==> src/rtl/imem_fetch_pkg.sv <==
// Shared constants and types for the instruction-memory fetch port.
// Fault bit positions and the NOP used for faulted fetches live here.
package imem_fetch_pkg;

    localparam logic [31:0] NOP_INST       = 32'h0000_0013;
    localparam int          FAULT_MISALIGN = 0;
    localparam int          FAULT_RANGE    = 1;

    typedef struct packed {
        logic [31:0] inst;
        logic [1:0]  fault;
    } fetch_word_t;

    function automatic logic [1:0] fault_code(input logic misaligned, input logic out_of_range);
        logic [1:0] f;
        f                 = '0;
        f[FAULT_MISALIGN] = misaligned;
        f[FAULT_RANGE]    = out_of_range;
        return f;
    endfunction

endpackage

==> src/rtl/imem_rsp_fifo.sv <==
// First-word-fall-through response FIFO with occupancy count.
// Depth need not be a power of two; pointers wrap explicitly.
module imem_rsp_fifo #(
    parameter int DEPTH_F = 2,
    parameter int WIDTH   = 8,
    localparam int PTR_W  = (DEPTH_F > 1) ? $clog2(DEPTH_F) : 1,
    localparam int CNT_W  = $clog2(DEPTH_F + 1)
) (
    input  logic             clk,
    input  logic             rst,
    input  logic             clear,
    input  logic             push,
    input  logic [WIDTH-1:0] push_data,
    input  logic             pop,
    output logic [WIDTH-1:0] pop_data,
    output logic             valid,
    output logic [CNT_W-1:0] count
);

    logic [WIDTH-1:0] storage [DEPTH_F];
    logic [PTR_W-1:0] wr_ptr;
    logic [PTR_W-1:0] rd_ptr;
    logic             do_push;
    logic             do_pop;

    assign do_push  = push && (count != CNT_W'(DEPTH_F));
    assign do_pop   = pop && (count != '0);
    assign valid    = (count != '0);
    assign pop_data = storage[rd_ptr];

    // NOTE: storage holds only payload qualified by count, so it needs no reset.
    always_ff @(posedge clk) begin
        if (do_push) begin
            storage[wr_ptr] <= push_data;
        end
    end

    always_ff @(posedge clk) begin
        if (rst || clear) begin
            wr_ptr <= '0;
            rd_ptr <= '0;
            count  <= '0;
        end else begin
            if (do_push) begin
                wr_ptr <= (wr_ptr == PTR_W'(DEPTH_F - 1)) ? '0 : wr_ptr + 1'b1;
            end
            if (do_pop) begin
                rd_ptr <= (rd_ptr == PTR_W'(DEPTH_F - 1)) ? '0 : rd_ptr + 1'b1;
            end
            unique case ({do_push, do_pop})
                2'b10:   count <= count + 1'b1;
                2'b01:   count <= count - 1'b1;
                default: count <= count;
            endcase
        end
    end

endmodule

==> src/rtl/imem_fetch_port.sv <==
// Instruction memory with a pipelined valid/ready fetch port, program-load port,
// fault reporting, flush, and a response buffer sized to absorb full backpressure.
module imem_fetch_port
    import imem_fetch_pkg::*;
#(
    parameter int DEPTH  = 64,
    parameter int ADDR_W = 32,
    parameter int RD_LAT = 1
) (
    input  logic              clk,
    input  logic              rst,
    input  logic              req_valid,
    output logic              req_ready,
    input  logic [ADDR_W-1:0] req_addr,
    output logic              rsp_valid,
    input  logic              rsp_ready,
    output logic [31:0]       rsp_inst,
    output logic [ADDR_W-1:0] rsp_addr,
    output logic [1:0]        rsp_fault,
    input  logic              flush,
    input  logic              ld_en,
    input  logic [ADDR_W-1:0] ld_addr,
    input  logic [31:0]       ld_data,
    output logic              busy
);

    localparam int IDX_W   = $clog2(DEPTH);
    localparam int FIFO_D  = RD_LAT + 1;
    localparam int CNT_W   = $clog2(FIFO_D + 1);
    localparam int WORD_W  = $bits(fetch_word_t);
    localparam int ENTRY_W = ADDR_W + WORD_W;

    logic [31:0]       mem [DEPTH];
    logic [IDX_W-1:0]  req_idx;
    logic [IDX_W-1:0]  ld_idx;
    logic              req_mis;
    logic              req_oor;
    logic              ld_ok;
    logic              fire;
    fetch_word_t       acc_word;
    logic [ENTRY_W-1:0] acc_entry;
    logic              push_valid;
    logic [ENTRY_W-1:0] push_data;
    logic [CNT_W-1:0]  inflight;
    logic [CNT_W-1:0]  fifo_count;
    logic [CNT_W:0]    occupancy;
    logic              fifo_valid;
    logic [ENTRY_W-1:0] fifo_data;
    fetch_word_t       head_word;

    assign req_idx = req_addr[IDX_W+1:2];
    assign req_mis = |req_addr[1:0];
    assign req_oor = |req_addr[ADDR_W-1:IDX_W+2];
    assign ld_idx  = ld_addr[IDX_W+1:2];
    assign ld_ok   = ~|ld_addr[1:0] && ~|ld_addr[ADDR_W-1:IDX_W+2];

    always_ff @(posedge clk) begin
        if (ld_en && ld_ok) begin
            mem[ld_idx] <= ld_data;
        end
    end

    // NOTE: every field gets a value on every path, so no latch can be inferred.
    always_comb begin
        acc_word.fault = fault_code(req_mis, req_oor);
        acc_word.inst  = (req_mis || req_oor) ? NOP_INST : mem[req_idx];
    end

    assign acc_entry = {req_addr, acc_word};

    // Total outstanding never exceeds the FIFO depth, so a stalled consumer cannot lose data.
    assign occupancy = {1'b0, inflight} + {1'b0, fifo_count};
    assign req_ready = !rst && !flush && !ld_en && (occupancy < (CNT_W + 1)'(FIFO_D));
    assign fire      = req_valid && req_ready;

    // The FIFO write itself is the last latency stage, so only RD_LAT-1 registers precede it.
    generate
        if (RD_LAT == 1) begin : g_direct
            assign push_valid = fire;
            assign push_data  = acc_entry;
            assign inflight   = '0;
        end else begin : g_pipe
            logic [RD_LAT-2:0]  pipe_valid;
            logic [ENTRY_W-1:0] pipe_data [RD_LAT-1];

            always_ff @(posedge clk) begin
                if (rst || flush) begin
                    pipe_valid <= '0;
                end else begin
                    pipe_valid[0] <= fire;
                    for (int i = 1; i < RD_LAT - 1; i++) begin
                        pipe_valid[i] <= pipe_valid[i-1];
                    end
                end
            end

            always_ff @(posedge clk) begin
                pipe_data[0] <= acc_entry;
                for (int i = 1; i < RD_LAT - 1; i++) begin
                    pipe_data[i] <= pipe_data[i-1];
                end
            end

            always_comb begin
                inflight = '0;
                for (int i = 0; i < RD_LAT - 1; i++) begin
                    inflight = inflight + CNT_W'(pipe_valid[i]);
                end
            end

            assign push_valid = pipe_valid[RD_LAT-2];
            assign push_data  = pipe_data[RD_LAT-2];
        end
    endgenerate

    imem_rsp_fifo #(
        .DEPTH_F (FIFO_D),
        .WIDTH   (ENTRY_W)
    ) u_rsp_fifo (
        .clk       (clk),
        .rst       (rst),
        .clear     (flush),
        .push      (push_valid),
        .push_data (push_data),
        .pop       (rsp_ready),
        .pop_data  (fifo_data),
        .valid     (fifo_valid),
        .count     (fifo_count)
    );

    // Payload is forced to zero when no response is presented.
    assign head_word = fetch_word_t'(fifo_data[WORD_W-1:0]);
    assign rsp_valid = fifo_valid;
    assign rsp_inst  = fifo_valid ? head_word.inst : '0;
    assign rsp_fault = fifo_valid ? head_word.fault : '0;
    assign rsp_addr  = fifo_valid ? fifo_data[ENTRY_W-1 -: ADDR_W] : '0;
    assign busy      = (inflight != '0) || (fifo_count != '0);

endmodule

==> config.mk <==
export PLATFORM = sky130hd
export DESIGN_NAME = imem_fetch_port
export DESIGN_NICKNAME = d
export VERILOG_FILES = /design/src/rtl/imem_fetch_pkg.sv /design/src/rtl/imem_rsp_fifo.sv /design/src/rtl/imem_fetch_port.sv
export SDC_FILE = /design/constraint.sdc
export NUM_CORES = 2
export LEC_CHECK = 0
export ABC_AREA = 1
export CAP_MARGIN = 20
export CORE_MARGIN = 4
export CORE_UTILIZATION = 35
export DETAILED_ROUTE_END_ITERATION = 7
export GPL_ROUTABILITY_DRIVEN = 0
export PLACE_DENSITY_LB_ADDON = 0.15
export SYNTH_ARGS = -nofsm -noshare
export SYNTH_HDL_FRONTEND = slang
export SYNTH_SLANG_ARGS = --single-unit
==> constraint.sdc <==
create_clock -name clk -period 8.5 [get_ports clk]
set_input_delay 0.85 -clock clk [delete_from_list [all_inputs] [get_ports clk]]
set_output_delay 0.85 -clock clk [all_outputs]
set_load 0.02 [all_outputs]
# Word level (Yosys, flattened, before mapping)
# Memories as Yosys holds them, arrays and structs flattened. A register that Yosys moved wholly into a read port is not among the register bits.
# Index checks and enable logic that the tools add are counted.
# Widths: inputs -> output; s select.
word_totals:
  ff_bits: 4
  mem_bits_rw: 2180
  inputBits: 102
  output_inout_bits: 69
  wordCells: 47
  memories: 2
op_classes:
  addsub: 4
  magnitude_cmp: 1
  n_eq_ne: 3
  muxes: 13
  n_reduce_logical: 21
memory_table:
  columns: ["memory", "depth", "word_bits", "read_ports", "rd_clocked_by_memory_dff", "write_ports", "line_no", "rtl"]
  rows:
  - ["mem", 64, 32, 1, 0, 1, "imem_fetch_port.sv:33", "logic [31:0] mem [DEPTH];"]
  - ["u_rsp_fifo.storage", 2, 66, 1, 1, 1, "imem_rsp_fifo.sv:20", "logic [WIDTH-1:0] storage [DEPTH_F];"]
ops:
  columns: ["operator", "count"]
  rows:
  - ["$mux 32", 3]
  - ["$reduce_or 24->1", 2]
  - ["$logic_and 1x1->1", 8]
  - ["$mux 1", 8]
  - ["$logic_not 1->1", 5]
  - ["$pmux 2 s2", 1]
  - ["$reduce_bool 2->1", 2]
  - ["$reduce_or 2->1", 2]
  - ["$add 1x1->1 const B", 2]
  - ["$add 2x1->2 const B", 1]
  - ["$eq 2x1->1 const B", 1]
  - ["$eq 2x2->1 const B", 1]
  - ["$logic_or 1x1->1", 2]
  - ["$lt 2x2->1 const B", 1]
  - ["$mux 2", 1]
  - ["$ne 2x2->1 const B", 1]
  - ["$sub 2x1->2 const B", 1]

# Depth between registers and ports, before layout
depth:
  word_depth: 8
  depth_mapped: 14
  depth_no_buf: 11

# Cells and area by module
# Synthesis repeated with hierarchy kept, for this count alone.
unflattened:
  hier_cells: 7180
  hier_area_um2: 88162.1
modules_own_cells:
  columns: ["module", "n_inst", "cells_each", "area_each_um2", "seq_area_each_um2"]
  rows:
  - ["imem_fetch_port", 1, 6937, 82992.1, 61499.0]
  - ["imem_rsp_fifo", 1, 243, 5170.0, 4063.9]

# Least setup slack after synthesis
# No wires, ideal clock.
synth_path:
  path_type: "input to register"
  start: "input ld_en"
  end: "memory u_rsp_fifo.storage[0][0] (netlist bit), enable pin"
  arrival_ns: 4.718
  required_ns: 8.009
  slack_ns: 3.291
  stages: 3
  n_path_buf: 0
  cell_sequence: "nor4_1 nand2_1 nor2_1"
synth_via:
  elab_chain_cells: 7
synth_lines:
  columns: ["item", "line_no", "rtl"]
  rows:
  - ["start, declared", "imem_fetch_port.sv:21", "input logic ld_en,"]
  - ["$logic_not 1->1", "imem_fetch_port.sv:73", "assign req_ready = !rst && !flush && !ld_en && (occupancy < (CNT_W + 1)'(FIFO_D));"]
  - ["$logic_and 1x1->1 (2 in a row)", "imem_fetch_port.sv:73", null]
  - ["$logic_and 1x1->1", "imem_fetch_port.sv:74", "assign fire = req_valid && req_ready;"]
  - ["$logic_and 1x1->1", "imem_rsp_fifo.sv:26", "assign do_push = push && (count != CNT_W'(DEPTH_F));"]
  - ["$mux 1", "imem_rsp_fifo.sv:33", "if (do_push) begin"]
  - ["$mux 1 (implied by the code)", "imem_rsp_fifo.sv:34", "storage[wr_ptr] <= push_data;"]
  - ["end, declared", "imem_rsp_fifo.sv:20", null]
# No other way between the ends.

==> out/metrics.csv <==
stage,metric,value,unit
status,status,finished clean,
synth,"Avg Cell Area, Syn",12.2,µm²
placed_design,Placed Instance Area,92800,µm²
clock_tree,CTS tree,built,
critical_path,Startpoint Class,register,
critical_path,family with the most delay on the worst path,buffers and inverters,
power,clock share of power,0.420,
route,initial DRC count,6043,
global_routing,total track usage,0.209,
power,Logic pwr share,0.058,
synth,"Seq/Total Area, Yosys",0.750,
timing,Setup TNS,0,ns
clock_tree,CTS sink cnt,2185,
placed_design,DP Cell Count,10376,
floorplan,Starting Density,0.352,
synth,top post-synthesis cells by area,"edfxtp_1, nand3_1, nand2_1, buf_2, nor2_1",
cells_and_area,Layout Cells excl Fill,10804,
synth,most frequent cell after synthesis,nand2_1,
hold_path,Hold WC Path Type,in2reg,
timing,worst-margin pin slew,1.13,ns
cells_and_area,Final nets,7385,
synth,yosys warns,0,
floorplan,Die W,508,µm
clock_tree,hold_buf cts,0,
floorplan,Die ar.,258000,µm²
synth,"EDFF count, synth",2180,
route,routed vias/inst,5.24,
global_routing,vias in the first global route,54287,
cells_and_area,Layout area overhead,14.3,%
clock_tree,Max clock buf depth,3,
power,PwrDens,227,nW/µm²
critical_path,CP max stage delay,0.78,ns
power,sw power,5220,µW
synth,top_reg_cell synth,edfxtp_1,
synth,Synth cell types,27,
placed_design,Place WS,3.44,ns
synth,top cell type's share of synthesized area,0.749,
route,drt pass-1 iters,5,
floorplan,die height,508,µm
floorplan,row count,183,
route,routed len/inst,25.6,µm
clock_tree,post-CTS setup buffer count,0,
global_routing,"Remaining Overflow, GRT",0,
synth,Synth area leader,edfxtp_1,
route,Post-Route WL,276000,µm
route,ANT nets after route,0,
power,internal power,17500,µW
power,sw frac,0.230,
critical_path,crit end category,output pin,
synth,Post-Synthesis Cells,7180,
route,vias after detailed routing,56610,
flow_run,max cap viols,0,
cells_and_area,Final Cell Area,99900,µm²
timing,max-slew violations,0,
cells_and_area,Fill cells,23591,
clock_tree,Worst-path clk slew,0.06,ns
global_routing,first-pass GRT wire length,396000,µm
clock_tree,CTS Root Buffer Type,clkbuf_16,
placed_design,I/O Buffers,170,
timing,RSZ-0062 raised after global routing,false,
critical_path,CP max FO,37,
timing,period utilisation layout,0.536,
critical_path,CP required,7.65,ns
clock_tree,TritonCTS buffer count,232,
synth,synthesized cell area,87400,µm²
timing,clk_skew,0.0402,ns
synth,top post-synthesis cells by count,"nand2_1, edfxtp_1, nand3_1",
floorplan,area of the core,249000,µm²
global_routing,largest net degree at the start of global routing,175,
power,worst vdd ir,0.222,mV
timing,setup ws final,3.94,ns
critical_path,kind of critical path,reg2out,
critical_path,Slowest cell on crit path,clkdlybuf4s50_1,
route,DRC errors left,0,
clock_tree,# H-tree levels,4,
power,leakage,0.0341,µW
timing,Final setup viols,0,
timing,Max Fclk,219,MHz
critical_path,crit path cell chain,"inv_2, buf_4, nand2_1, a21oi_1, clkdlybuf4s50_1",
clock_tree,Resized cells post-CTS,0,
synth,number of synthesized register bits,2185,
floorplan,Boundary Pins,171,
power,part of the power in registers,0.522,
synth,Post-synth ARST share,0,
timing,Rel. slew slack,0.242,
critical_path,CP bufs+invs,3,
synth,synthesized net count,7283,
critical_path,Critical Path AT,3.71,ns
timing,"Hold Violations, Final",0,
global_routing,initial antenna violation count,13,
cells_and_area,layout cells sized above 1,0.0766,
placed_design,post-detail-place hpwl,142000,µm
clock_tree,worst skew pair latency,0.88,ns
timing,crit path time final,4.56,ns
==> final timing paths <==
| path | from | end | slack, ns | cells past startpoint |
|---|---|---|---|---|
| max reg2reg | u_rsp_fifo.count[1]$_SDFFE_PP0P_ | u_rsp_fifo.storage[1][9]$_DFFE_PP_ | 5.65 | 4 |
| max | register | rsp_inst[18] | 3.94 | 5 |
| min | req_addr[4] | u_rsp_fifo.storage[1][38]$_DFFE_PP_ | 0.25 | 1 |
| min reg2reg | u_rsp_fifo.rd_ptr$_SDFFE_PP0P_ | register | 0.45 | 1 |
==> worst reg2reg max path, stage by stage, from the launching register on <==
cell	delay [ns]
dfxtp_1	0.34
nor4_1	0.37
nand2_1	0.30
nor2_4	0.63
buf_4	0.73
==> placed cells by master (no fill, tap or decap), types with 7 or more instances in the layout <==
| cell type | count |
|---|---|
| clkbuf_16 | 235 |
| nor2_1 | 156 |
| inv_1 | 13 |
| o21ai_0 | 49 |
| buf_2 | 31 |
| o22ai_1 | 27 |
| nor4_1 | 7 |
| a21oi_1 | 99 |
| nand3_1 | 1786 |
| nand2_1 | 2296 |
| clkdlybuf4s50_1 | 132 |
| bufinv_16 | 10 |
| buf_12 | 18 |
| clkbuf_1 | 64 |
| o21ai_1 | 10 |
| buf_4 | 152 |
| nor2_4 | 68 |
| clkinv_1 | 67 |
| edfxtp_1 | 2180 |
| clkinv_2 | 31 |
==> layer usage <==
| metal | share of wire | GRT usage | routed length [µm] |
|---|---|---|---|
| met3 | 0.059 | 0.0268 | 16300 |
| met4 | 0.029 | 0.0642 | 8090 |
| met5 | 0 | 0 | 0 |
| met1 | 0.44 | 0.295 | 121000 |
| met2 | 0.47 | 0.339 | 131000 |
==> flip-flops by register name (all words and copies together) (netlist names), named ones only <==
| name | count |
|---|---|
| mem | 2048 |
| u_rsp_fifo.wr_ptr | 1 |
| u_rsp_fifo.storage | 132 |
| u_rsp_fifo.rd_ptr | 1 |
| u_rsp_fifo.count | 2 |
==> kinds of logic (layout without fill, tap and decap cells) <==
kind of cell | count (synthesis) | after routing | share of synthesized area
other | 0 | 6 | 0
DFF | 2185 | 2185 | 0.750
AOI/OAI and AO/OA | 185 | 185 | 0.0110
buffers and inverters | 489 | 777 | 0.0273
adders and majority gates | 1 | 1 | 0.000143
and+or+nand+nor | 4320 | 4320 | 0.212
==> final cells by class <==
cell class	count	area [µm²]	share of cell area
Inverter	20	121	0.00121
Clock buffer	299	6120	0.0613
Sequential cell	2185	65600	0.656
Antenna cell	6	15.0	0.000150
Multi-Input combinational cell	4506	20000	0.200
Timing Repair Buffer	337	3030	0.0304
Clock inverter	121	922	0.00923
Tap cell	3330	4170	0.0417
==> power groups by stage <==
stage | Clock [µW] | Sequential [µW] | Combinational (µW)
after global placement | 0 | 12100 | 1320
final | 9550 | 11900 | 1310
after CTS | 9740 | 11900 | 1330
after detailed placement | 0 | 12100 | 1330
after floorplan | 0 | 12100 | 667
after global routing | 10200 | 11800 | 1420
==> through the flow <==
stage	hold slack [ns]	utilization	total power (µW)
2_1_floorplan	0.425	-	12700
3_3_place_gp	0.428	0.373	13400
3_5_place_dp	0.440	0.373	13400
4_1_cts	0.168	0.402	22900
5_1_grt	0.194	0.402	23500
6_report	0.250	0.402	22700
Power figures use the tool's default switching activity.
